## src/rtl/apb_completer_regs_if.sv

```systemverilog
// APB4 completer-side bus bundle.
// The requester drives the address/control/data; the completer drives the response.
interface apb_completer_regs_if #(
  parameter int ADDR_WIDTH = 32,
  parameter int DATA_WIDTH = 32
);
  logic [ADDR_WIDTH-1:0]   paddr;
  logic [2:0]              pprot;
  logic                    pnse;
  logic                    psel;
  logic                    penable;
  logic                    pwrite;
  logic [DATA_WIDTH-1:0]   pwdata;
  logic [DATA_WIDTH/8-1:0] pstrb;
  logic                    pready;
  logic [DATA_WIDTH-1:0]   prdata;
  logic                    pslverr;

  modport master (
    output paddr, pprot, pnse, psel, penable,
    output pwrite, pwdata, pstrb,
    input  pready, prdata, pslverr
  );

  modport slave (
    input  paddr, pprot, pnse, psel, penable,
    input  pwrite, pwdata, pstrb,
    output pready, prdata, pslverr
  );
endinterface

```

## src/rtl/apb_completer_regs.sv

```systemverilog
// APB4 completer for a bank of word registers with byte strobes,
// wait states, error decode and a local hardware write port.
module apb_completer_regs #(
  parameter int ADDR_WIDTH = 32,
  parameter int DATA_WIDTH = 32,
  parameter int NUM_REGS = 16,
  parameter logic [ADDR_WIDTH-1:0] BASE_ADDR = '0,
  parameter int WAIT_CYCLES = 0,
  parameter logic [NUM_REGS-1:0] RO_MASK = '0,
  localparam int BYTES = DATA_WIDTH / 8,
  localparam int OFFS = $clog2(BYTES),
  localparam int IDXW = (NUM_REGS > 1) ? $clog2(NUM_REGS) : 1
) (
  input  logic                         pclk,
  input  logic                         preset,
  apb_completer_regs_if.slave          apb,
  output logic [NUM_REGS*DATA_WIDTH-1:0] reg_q,
  output logic [NUM_REGS-1:0]          wr_pulse,
  input  logic                         hw_we,
  input  logic [IDXW-1:0]              hw_idx,
  input  logic [DATA_WIDTH-1:0]        hw_din
);

  typedef enum logic {
    S_IDLE,
    S_ACCESS
  } state_t;

  localparam logic [3:0] WC = 4'(WAIT_CYCLES);
  localparam logic [ADDR_WIDTH-1:0] LOMASK =
    ADDR_WIDTH'(BYTES - 1);

  state_t                r_state;
  state_t                w_next;
  logic [3:0]            r_cnt;
  logic [IDXW-1:0]       r_idx;
  logic                  r_write;
  logic [BYTES-1:0]      r_strb;
  logic [DATA_WIDTH-1:0] r_wdata;
  logic                  r_err;
  logic [NUM_REGS-1:0]   r_pulse;
  logic [DATA_WIDTH-1:0] r_regs [NUM_REGS];

  logic [ADDR_WIDTH-1:0] w_off;
  logic [ADDR_WIDTH-1:0] w_word;
  logic [IDXW-1:0]       w_idx;
  logic                  w_range_err;
  logic                  w_err;
  logic                  w_setup;
  logic                  w_ready;
  logic                  w_commit;
  logic                  w_unused;

  assign w_unused = &{1'b0, apb.pprot, apb.pnse};

  assign w_off  = apb.paddr - BASE_ADDR;
  assign w_word = w_off >> OFFS;
  assign w_idx  = w_word[IDXW-1:0];

  assign w_range_err = (apb.paddr < BASE_ADDR) ||
                       (w_word >= ADDR_WIDTH'(NUM_REGS));

  // RO lookup only matters when the index is in range
  always_comb begin
    w_err = 1'b0;
    if ((apb.paddr & LOMASK) != '0) w_err = 1'b1;
    if (w_range_err) w_err = 1'b1;
    else if (apb.pwrite && RO_MASK[w_idx]) w_err = 1'b1;
    if (!apb.pwrite && (apb.pstrb != '0)) w_err = 1'b1;
  end

  assign w_setup  = (r_state == S_IDLE) && apb.psel && !apb.penable;
  assign w_ready  = (r_state == S_ACCESS) && (r_cnt == WC);
  assign w_commit = w_ready && apb.psel && apb.penable &&
                    r_write && !r_err;

  always_comb begin
    w_next = r_state;
    unique case (r_state)
      S_IDLE:   if (w_setup) w_next = S_ACCESS;
      S_ACCESS: begin
        if (!apb.psel) w_next = S_IDLE;
        else if (w_ready && apb.penable) w_next = S_IDLE;
      end
      default:  w_next = S_IDLE;
    endcase
  end

  always_ff @(posedge pclk) begin
    if (preset) begin
      r_state <= S_IDLE;
      r_cnt   <= '0;
      r_idx   <= '0;
      r_write <= 1'b0;
      r_strb  <= '0;
      r_wdata <= '0;
      r_err   <= 1'b0;
      r_pulse <= '0;
    end else begin
      r_state <= w_next;
      r_pulse <= '0;
      if (w_commit) r_pulse[r_idx] <= 1'b1;
      if (w_setup) begin
        r_idx   <= w_idx;
        r_write <= apb.pwrite;
        r_strb  <= apb.pstrb;
        r_wdata <= apb.pwdata;
        r_err   <= w_err;
        r_cnt   <= '0;
      end else if (r_state == S_ACCESS && r_cnt < WC) begin
        r_cnt <= r_cnt + 4'd1;
      end
    end
  end

  // APB strobed bytes are assigned last so they win over hw_din
  always_ff @(posedge pclk) begin
    if (preset) begin
      for (int i = 0; i < NUM_REGS; i++) r_regs[i] <= '0;
    end else begin
      for (int i = 0; i < NUM_REGS; i++) begin
        for (int b = 0; b < BYTES; b++) begin
          if (hw_we && hw_idx == IDXW'(i))
            r_regs[i][b*8 +: 8] <= hw_din[b*8 +: 8];
          if (w_commit && r_idx == IDXW'(i) && r_strb[b])
            r_regs[i][b*8 +: 8] <= r_wdata[b*8 +: 8];
        end
      end
    end
  end

  assign apb.pready  = w_ready;
  assign apb.pslverr = w_ready && r_err;
  assign apb.prdata  = (w_ready && !r_err && !r_write) ?
                       r_regs[r_idx] : '0;

  assign wr_pulse = r_pulse;

  for (genvar g = 0; g < NUM_REGS; g++) begin : g_q
    assign reg_q[g*DATA_WIDTH +: DATA_WIDTH] = r_regs[g];
  end

endmodule

```

## src/flat_wrapper.sv

```systemverilog
// flat-port wrapper written by rule: the top's interface ports become plain ports
module apb_completer_regs_flat 
#(
  parameter int ADDR_WIDTH = 32,
  parameter int DATA_WIDTH = 32,
  parameter int NUM_REGS = 16,
  parameter logic [ADDR_WIDTH-1:0] BASE_ADDR = '0,
  parameter int WAIT_CYCLES = 0,
  parameter logic [NUM_REGS-1:0] RO_MASK = '0,
  localparam int BYTES = DATA_WIDTH / 8,
  localparam int OFFS = $clog2(BYTES),
  localparam int IDXW = (NUM_REGS > 1) ? $clog2(NUM_REGS) : 1
)
  (pclk, preset, reg_q, wr_pulse, hw_we, hw_idx, hw_din, apb_paddr, apb_pprot, apb_pnse, apb_psel, apb_penable, apb_pwrite, apb_pwdata, apb_pstrb, apb_pready, apb_prdata, apb_pslverr);
  apb_completer_regs_if #(.ADDR_WIDTH(ADDR_WIDTH), .DATA_WIDTH(DATA_WIDTH)) apb_i ();
  input  logic pclk;
  input  logic preset;
  output logic [NUM_REGS*DATA_WIDTH-1:0] reg_q;
  output logic [NUM_REGS-1:0] wr_pulse;
  input  logic hw_we;
  input  logic [IDXW-1:0] hw_idx;
  input  logic [DATA_WIDTH-1:0] hw_din;
  input wire logic [$bits(apb_i.paddr)-1:0] apb_paddr;
  input wire logic [$bits(apb_i.pprot)-1:0] apb_pprot;
  input wire logic [$bits(apb_i.pnse)-1:0] apb_pnse;
  input wire logic [$bits(apb_i.psel)-1:0] apb_psel;
  input wire logic [$bits(apb_i.penable)-1:0] apb_penable;
  input wire logic [$bits(apb_i.pwrite)-1:0] apb_pwrite;
  input wire logic [$bits(apb_i.pwdata)-1:0] apb_pwdata;
  input wire logic [$bits(apb_i.pstrb)-1:0] apb_pstrb;
  output wire logic [$bits(apb_i.pready)-1:0] apb_pready;
  output wire logic [$bits(apb_i.prdata)-1:0] apb_prdata;
  output wire logic [$bits(apb_i.pslverr)-1:0] apb_pslverr;
  assign apb_i.paddr = apb_paddr;
  assign apb_i.pprot = apb_pprot;
  assign apb_i.pnse = apb_pnse;
  assign apb_i.psel = apb_psel;
  assign apb_i.penable = apb_penable;
  assign apb_i.pwrite = apb_pwrite;
  assign apb_i.pwdata = apb_pwdata;
  assign apb_i.pstrb = apb_pstrb;
  assign apb_pready = apb_i.pready;
  assign apb_prdata = apb_i.prdata;
  assign apb_pslverr = apb_i.pslverr;
  apb_completer_regs #(.ADDR_WIDTH(ADDR_WIDTH), .DATA_WIDTH(DATA_WIDTH), .NUM_REGS(NUM_REGS), .BASE_ADDR(BASE_ADDR), .WAIT_CYCLES(WAIT_CYCLES), .RO_MASK(RO_MASK)) u_core (.pclk(pclk), .preset(preset), .apb(apb_i), .reg_q(reg_q), .wr_pulse(wr_pulse), .hw_we(hw_we), .hw_idx(hw_idx), .hw_din(hw_din));
endmodule
```

## config.mk

```make
export PLATFORM = sky130hd
export DESIGN_NAME = apb_completer_regs_flat
export DESIGN_NICKNAME = d
export VERILOG_FILES = /design/src/rtl/apb_completer_regs_if.sv /design/src/rtl/apb_completer_regs.sv /design/src/flat_wrapper.sv
export SDC_FILE = /design/constraint.sdc
export NUM_CORES = 1
export LEC_CHECK = 0
export ABC_CLOCK_PERIOD_IN_PS = 3320
export CORE_AREA = 2 2 265 267
export DETAILED_ROUTE_END_ITERATION = 8
export DIE_AREA = 0 0 267 269
export PLACE_DENSITY_LB_ADDON = 0.2
export SLEW_MARGIN = 30
export SYNTH_ARGS = -nofsm -noshare
export SYNTH_HDL_FRONTEND = slang
export SYNTH_SLANG_ARGS = --single-unit
export TNS_END_PERCENT = 30
```

## constraint.sdc

```tcl
create_clock -name pclk -period 3.32 [get_ports pclk]
set_input_delay 0.664 -clock pclk [delete_from_list [all_inputs] [get_ports pclk]]
set_output_delay 0.664 -clock pclk [all_outputs]
set_load 0.01 [all_outputs]
```

==> results.ini, run 1 <==
[cells_and_area]
layout.cells.non_filler = 3986
final_cell_mix = clkdlybuf4s50_1 (638), edfxtp_1 (512), and3_1 (333)
final_common_cell = clkdlybuf4s50_1
drive_gt1_share_pct = 24.4
syn_to_final_growth_pct = 33.9
fin_nets = 3105
utilization_pct = 60.9
fin_area_sq_mm = 0.0422

[clocking]
cts_made_buffers = 67
clk_latency_ns = 0.63
cts_tree = yes
clkTransAtPathRegs_ns = 0.06
cts_max_level = 3
hold_buffers = 0
cts_sinks = 575
cts_root_buf = clkbuf_16
cts_buffer_depth = 3

[place]
dpl.cell_count = 3835
dp_hpwl_um = 95000
dpl_cell_area_sq_mm = 0.0396
place_congestion = 1.01
io_buffers = 671

[drt]
drt_pass1_iterations = 5
wl_per_cell_um = 32.7
via_per_inst = 6.36
drtIter0Drc = 3295
num_vias = 25300
drt_wl_total_um = 130000
drcViolationCount = 0
antenna_left = 0

[setup_path]
crit_path_end = apb_prdata[14]
setup.worst_path.start_class = register
reg2reg_to = u_core.r_regs[1][16]
r2r_start = u_core.r_idx[0]
crit_arrival_ns = 2.61
worstRegToRegCells = 4
path_max_fanout = 10
regToRegSetupSlack_ns = 0.69
endpoint_kind = output pin
max_stage_delay_ns = 0.56
crit_chain = buf_12 > bufbuf_16 > mux4_2 > nand3_1 > nand4_1 > clkdlybuf4s15_1
cp.required_ns = 2.66
critPathKind = reg -> out
slowest_stage = mux4_2

[die]
io_pins = 676
die-area_sq_mm = 0.0718
initial_core_util_pct = 45.5
core.rowCount = 97
fp.dieW_um = 267
dieHeight_um = 269
fp.coreArea_sq_mm = 0.0693

[flow_run]
max_cap_violations = 0

[global_routing]
grt_use_total_pct = 35.4
grt-ovfl-total = 0
antenna_found_initial = 8
grt_first_pass_wirelength_um = 181000
grt_pass1_vias = 24900
grt_max_degree = 81

[sta]
max_slew_margin_pct = 37.0
finalSetupViolCount = 0
hold_violations = 0
fin_skew_ns = 0.0258
slew_violations = 0
max_freq_mhz = 306
tightest_slew_ns = 0.945
finalCriticalPeriod_ns = 3.27
fin_crit_sh_pct = 98.6

[logic_synthesis]
avgSynthCellArea_sq_um = 13.3
ys.flop_type = edfxtp_1
ys_seq_area_share_pct = 52.7
synth-async-reset-ratio_pct = 0
synth_edf_count = 512
syn_inst = 2370
syn_nets = 2484
ys.warnings.count = 0
synth_area_sq_mm = 0.0315
yosysUniqueCellTypes = 42
synth_seq_cells = 575

[outcome]
status = completed

[worst_hold_path]
hold_class = in -> reg

[power_and_ir_drop]
p_per_area_mw_per_mm2 = 458
p_leak_nw = 16.6
ir_worst_vdd_v = 0.000321

==> worst max-delay path, delay by kind of cell, from the launching register on <==
family / cells / cell delay [ns]
buffers and inverters: 3 / 0.82
multiplexers: 1 / 0.56
flip-flops: 1 / 0.40
AND/OR/NAND/NOR: 2 / 0.20
==> stage by stage <==
stage               hold WS, ns  total power [mW]  setup TNS (ns)  setup WS (ns)
floorplan                 0.456              9.82               0          0.955
global placement          0.517              11.6               0         0.0352
detailed placement        0.519              11.6               0         0.0500
CTS                       0.432              19.3               0       0.000115
global route              0.471              19.8       -0.000562      -0.000335
finish                    0.458              19.3               0         0.0475
==> where the power goes <==
part / switching, mW / internal [mW] / leakage (nW) / total [mW]
Combinational: 1.36 / 1.32 / 10.1 / 2.69
Sequential: 0.523 / 8.39 / 5.43 / 8.91
Clock: 3.16 / 4.59 / 1.09 / 7.75
==> registers in the layout, indices dropped and copies added (netlist names), named ones only <==
name,cells
u_core.r_strb,4
u_core.r_wdata,32
u_core.r_regs,512
u_core.wr_pulse,16
u_core.r_write,1
u_core.r_idx,4
u_core.r_state,1
u_core.r_err,1
==> cell families after synthesis <==
kind of cell | count (synthesis) | share of synthesized area, %
AND/OR/NAND/NOR | 830 | 16.0
multiplexers | 640 | 26.8
flip-flops | 575 | 52.7
buffers and inverters | 265 | 3.44
AO/OA/AOI/OAI | 60 | 0.976
==> timing repair <==
action,4_1_cts,5_1_grt
gates cloned,4,0
pin swaps,1,1
endpoints found under the setup margin,32,10
resized for setup,48,6
setup buffers,15,8
==> final cells by class <==
type	instances	area, sq um
fill	5369	27100
sequential	575	16600
multi-input combinational	1530	13900
timing repair buffer	816	8180
clock buffer	85	1850
tap	940	1180
clock inverter	37	429
antenna	2	5.00
inverter	1	3.75
==> cell usage after synthesis (8+ instances only) <==
| library cell | number | area, sq um |
|---|---|---|
| edfxtp_1 | 512 | 15400 |
| and3_1 | 333 | 2080 |
| mux2_2 | 304 | 3420 |
| clkbuf_1 | 201 | 754 |
| mux2i_1 | 192 | 1920 |
| nand2_1 | 131 | 492 |
| mux4_2 | 128 | 2880 |
| nand3_1 | 87 | 435 |
| nand2b_1 | 83 | 519 |
| nand3b_1 | 64 | 480 |
| dfxtp_1 | 63 | 1260 |
| a21oi_1 | 58 | 290 |
| buf_2 | 52 | 260 |
| nand4_1 | 45 | 282 |
| mux2_4 | 16 | 240 |
| nor2_1 | 15 | 56.3 |
| nand3_2 | 12 | 120 |
| and3b_1 | 9 | 78.8 |
| and4_1 | 8 | 70.1 |
| nor4_1 | 8 | 50.1 |
==> worst min path at each step <==
stage	start	end	slack (ns)	cells after the start
CTS	preset	u_core.r_strb[1]	0.43	2
detailed placement	u_core.r_strb[0]	u_core.r_strb[0]	0.52	2
global route	preset	u_core.r_strb[2]	0.47	2
global placement	u_core.r_strb[0]	u_core.r_strb[0]	0.52	2
finish	preset	u_core.r_strb[1]	0.46	2
floorplan	u_core.r_strb[3]	u_core.r_strb[3]	0.46	2
==> metal layers <==
metal,GRT usage (%),vias up,part of all wire [%]
met4,13.6,8,4.0
li1,-,10400,-
met1,46.7,12900,38
met3,8.41,282,11
met2,56.7,1744,48
met5,0,-,0.038
(Power assumes the default switching activity.)
==> inputs of run 2 (changes only) <==
CELL_PAD_IN_SITES_DETAIL_PLACEMENT = 0   (was not set)
CELL_PAD_IN_SITES_GLOBAL_PLACEMENT = 1   (was not set)
CORE_AREA = not set   (was 2 2 265 267)
CORE_UTILIZATION = 45   (was not set)
CTS_BUF_LIST = sky130_fd_sc_hd__clkbuf_4 sky130_fd_sc_hd__clkbuf_8 sky130_fd_sc_hd__clkbuf_16   (was not set)
DIE_AREA = not set   (was 0 0 267 269)
==> run 2 against run 1 <==
  * Worst hold slack got worse by 0.047 ns
  * Largest power group unchanged
  * Clock power down 6.2%
  * Critical path type unchanged
  * Sequential share of layout area increased by 0.39 points
  * Largest cell class unchanged
  * Combinational power about the same
  * Global-route usage is 0.19 points lower
  * Non-clock buffer count down 29
  * Power down 2.6%
  * Critical endpoint is now apb_prdata[17]
  * Worst setup slack lost 0.032 ns
==> results.ini, run 2 (synthesis results as in run 1) <==
[outcome]
status = completed

[drt]
antenna_left = 0  ; unchanged
drt_wl_total_um = 128000  ; -1.9%
drt_pass1_iterations = 6  ; +1
num_vias = 24900  ; -1.6%
drcViolationCount = 0  ; unchanged
wl_per_cell_um = 32.3  ; -1.1%
via_per_inst = 6.30  ; -0.85%
drtIter0Drc = 2749  ; -17%

[cells_and_area]
syn_to_final_growth_pct = 32.6
nFillCells = 5403  ; +0.63%
final_cell_mix = clkdlybuf4s50_1 (638), edfxtp_1 (512), and3_1 (333)
largest_register_ffs = 512  ; unchanged
fin_nets = 3076  ; -0.93%
regMostFlops = u_core.r_regs
fin_area_sq_mm = 0.0418  ; -0.98%
final_common_cell = clkdlybuf4s50_1
utilization_pct = 60.7  ; -0.29 points
drive_gt1_share_pct = 24.4  ; -0.081 points

[sta]
fin_crit_sh_pct = 99.5  ; +0.95 points
setup_slack_ns = 0.0160  ; -0.0315 ns
finalSetupViolCount = 0  ; unchanged
rsz0062_at_grt = yes
finalCriticalPeriod_ns = 3.30  ; +0.0315 ns
tightest_slew_ns = 0.981  ; +0.0357 ns
max_freq_mhz = 303  ; -0.95%
max_slew_margin_pct = 34.6  ; -2.4 points
slew_violations = 0  ; unchanged
hold_violations = 0  ; unchanged
timing.hold.ws_ns = 0.411  ; -0.0470 ns
fin_skew_ns = 0.0155  ; -0.0102 ns

[power_and_ir_drop]
power_switching_mw = 4.89  ; -3.1%
ir_worst_vdd_v = 0.000337  ; +5.2%
power.share.clock_pct = 38.6  ; -1.4 points
intPower_mw = 14.0  ; -2.4%
p_per_area_mw_per_mm2 = 451  ; -1.6%
p_leak_nw = 16.4  ; -1.4%
combPwrFrac_pct = 14.1  ; +0.2 points
sequentialPowerShare_pct = 47.3  ; +1.2 points
netSwitchingFraction_pct = 25.9  ; -0.16 points

[setup_path]
reg2reg_to = u_core.r_regs[6][22]
cp.required_ns = 2.66  ; about the same
regToRegSetupSlack_ns = 0.58  ; -0.11 ns
crit_arrival_ns = 2.64  ; +0.03 ns
r2r_start = u_core.r_idx[1]
endpoint_kind = output pin
path_max_fanout = 15  ; +5
setup.worst_path.start_class = register
worstRegToRegCells = 4  ; unchanged
critPathKind = reg -> out

[die]
fp.dieW_um = 267  ; about the same
dieHeight_um = 267  ; -0.84%
initial_core_util_pct = 45.7  ; +0.23 points
io_pins = 676  ; unchanged
core.rowCount = 96  ; -1.0%
fp.coreArea_sq_mm = 0.0689  ; -0.51%
die-area_sq_mm = 0.0712  ; -0.94%

[worst_hold_path]
holdCritStartpoint = preset
hold_class = in -> reg
hold_end = u_core.r_wdata[9]
min_path_cells = 2  ; unchanged

[place]
io_buffers = 671  ; unchanged
dp_hpwl_um = 94900  ; about the same
place_congestion = 0.996  ; -1.1%
place_ws_ns = -0.0153  ; -0.0653 ns
dpl_cell_area_sq_mm = 0.0394  ; -0.41%

[clocking]
cts_max_level = 3  ; unchanged
clk_latency_ns = 0.61  ; -0.02 ns
cts_tree = yes
cts_sinks = 575  ; unchanged
cts_buffer_depth = 3  ; unchanged
clkTransAtPathRegs_ns = 0.06  ; about the same
cts_made_buffers = 67  ; unchanged
cts_root_buf = clkbuf_16

[global_routing]
grt_use_total_pct = 35.2  ; -0.19 points
grt-ovfl-total = 0  ; unchanged
grt_first_pass_wirelength_um = 178000  ; -1.8%
grt_pass1_vias = 24100  ; -3.2%
grt_max_degree = 65  ; -20%
antenna_found_initial = 16  ; +8

[flow_run]
max_cap_violations = 0  ; unchanged

==> run 2: worst max-delay path: stages, from the launching register on <==
cell           delay [ns]
dfxtp_4              0.41
buf_16               0.19
buf_12               0.13
buf_16               0.17
mux4_2               0.60
nand3_1              0.12
nand4_1              0.10
dlygate4sd2_1        0.29
==> run 2: how the worst max path moves through the flow <==
stage,from,end
6_report,register,apb_prdata[17]
5_1_grt,register,apb_prdata[24]
4_1_cts,register,apb_prdata[25]
3_5_place_dp,hw_idx[2],u_core.r_regs[14][28]
3_3_place_gp,hw_idx[3],u_core.r_regs[6][1]
2_1_floorplan,preset,u_core.r_regs[12][10]
==> run 2: final cells by class <==
class	instances	area, sq um	area share (%)
Sequential cell	575	16600	39.8
Inverter	1	3.75	0.00898
Timing Repair Buffer	787	7870	18.8
Multi-Input combinational cell	1530	14000	33.4
Clock buffer	93	1960	4.69
Antenna cell	14	35.0	0.0838
Clock inverter	23	166	0.398
Tap cell	931	1160	2.79
==> run 2: what timing repair did <==
item,in CTS,in global routing
hold buffers,0,0
pin swaps,5,1
gates cloned,3,0
setup buffers,9,0
setup endpoints to repair,32,14
gates resized for setup,61,15
==> run 2: metrics by stage <==
step	setup TNS (ns)	power, mW	cells
global route	-0.0470	19.3	3951
floorplan	0	9.82	2370
global placement	-0.356	11.6	3812
finish	0	18.9	3954
CTS	-0.117	18.9	3940
detailed placement	-0.118	11.6	3812
==> run 2: layer usage <==
layer  share of wire [%]  up-vias  global-route usage, %
li1                    -    10300                      -
met1                  39    12700                   48.1
met2                  46     1618                   53.8
met3                  11      230                   7.99
met4                 4.2        8                   14.9
met5               0.038        -                      0
==> run 2: power groups by stage <==
stage,combinational [mW],clock [mW],sequential [mW]
finish,2.66,7.27,8.93
global route,2.76,7.59,8.94
CTS,2.63,7.32,8.91
detailed placement,2.59,0,9.05
global placement,2.56,0,9.05
floorplan,0.874,0,8.95
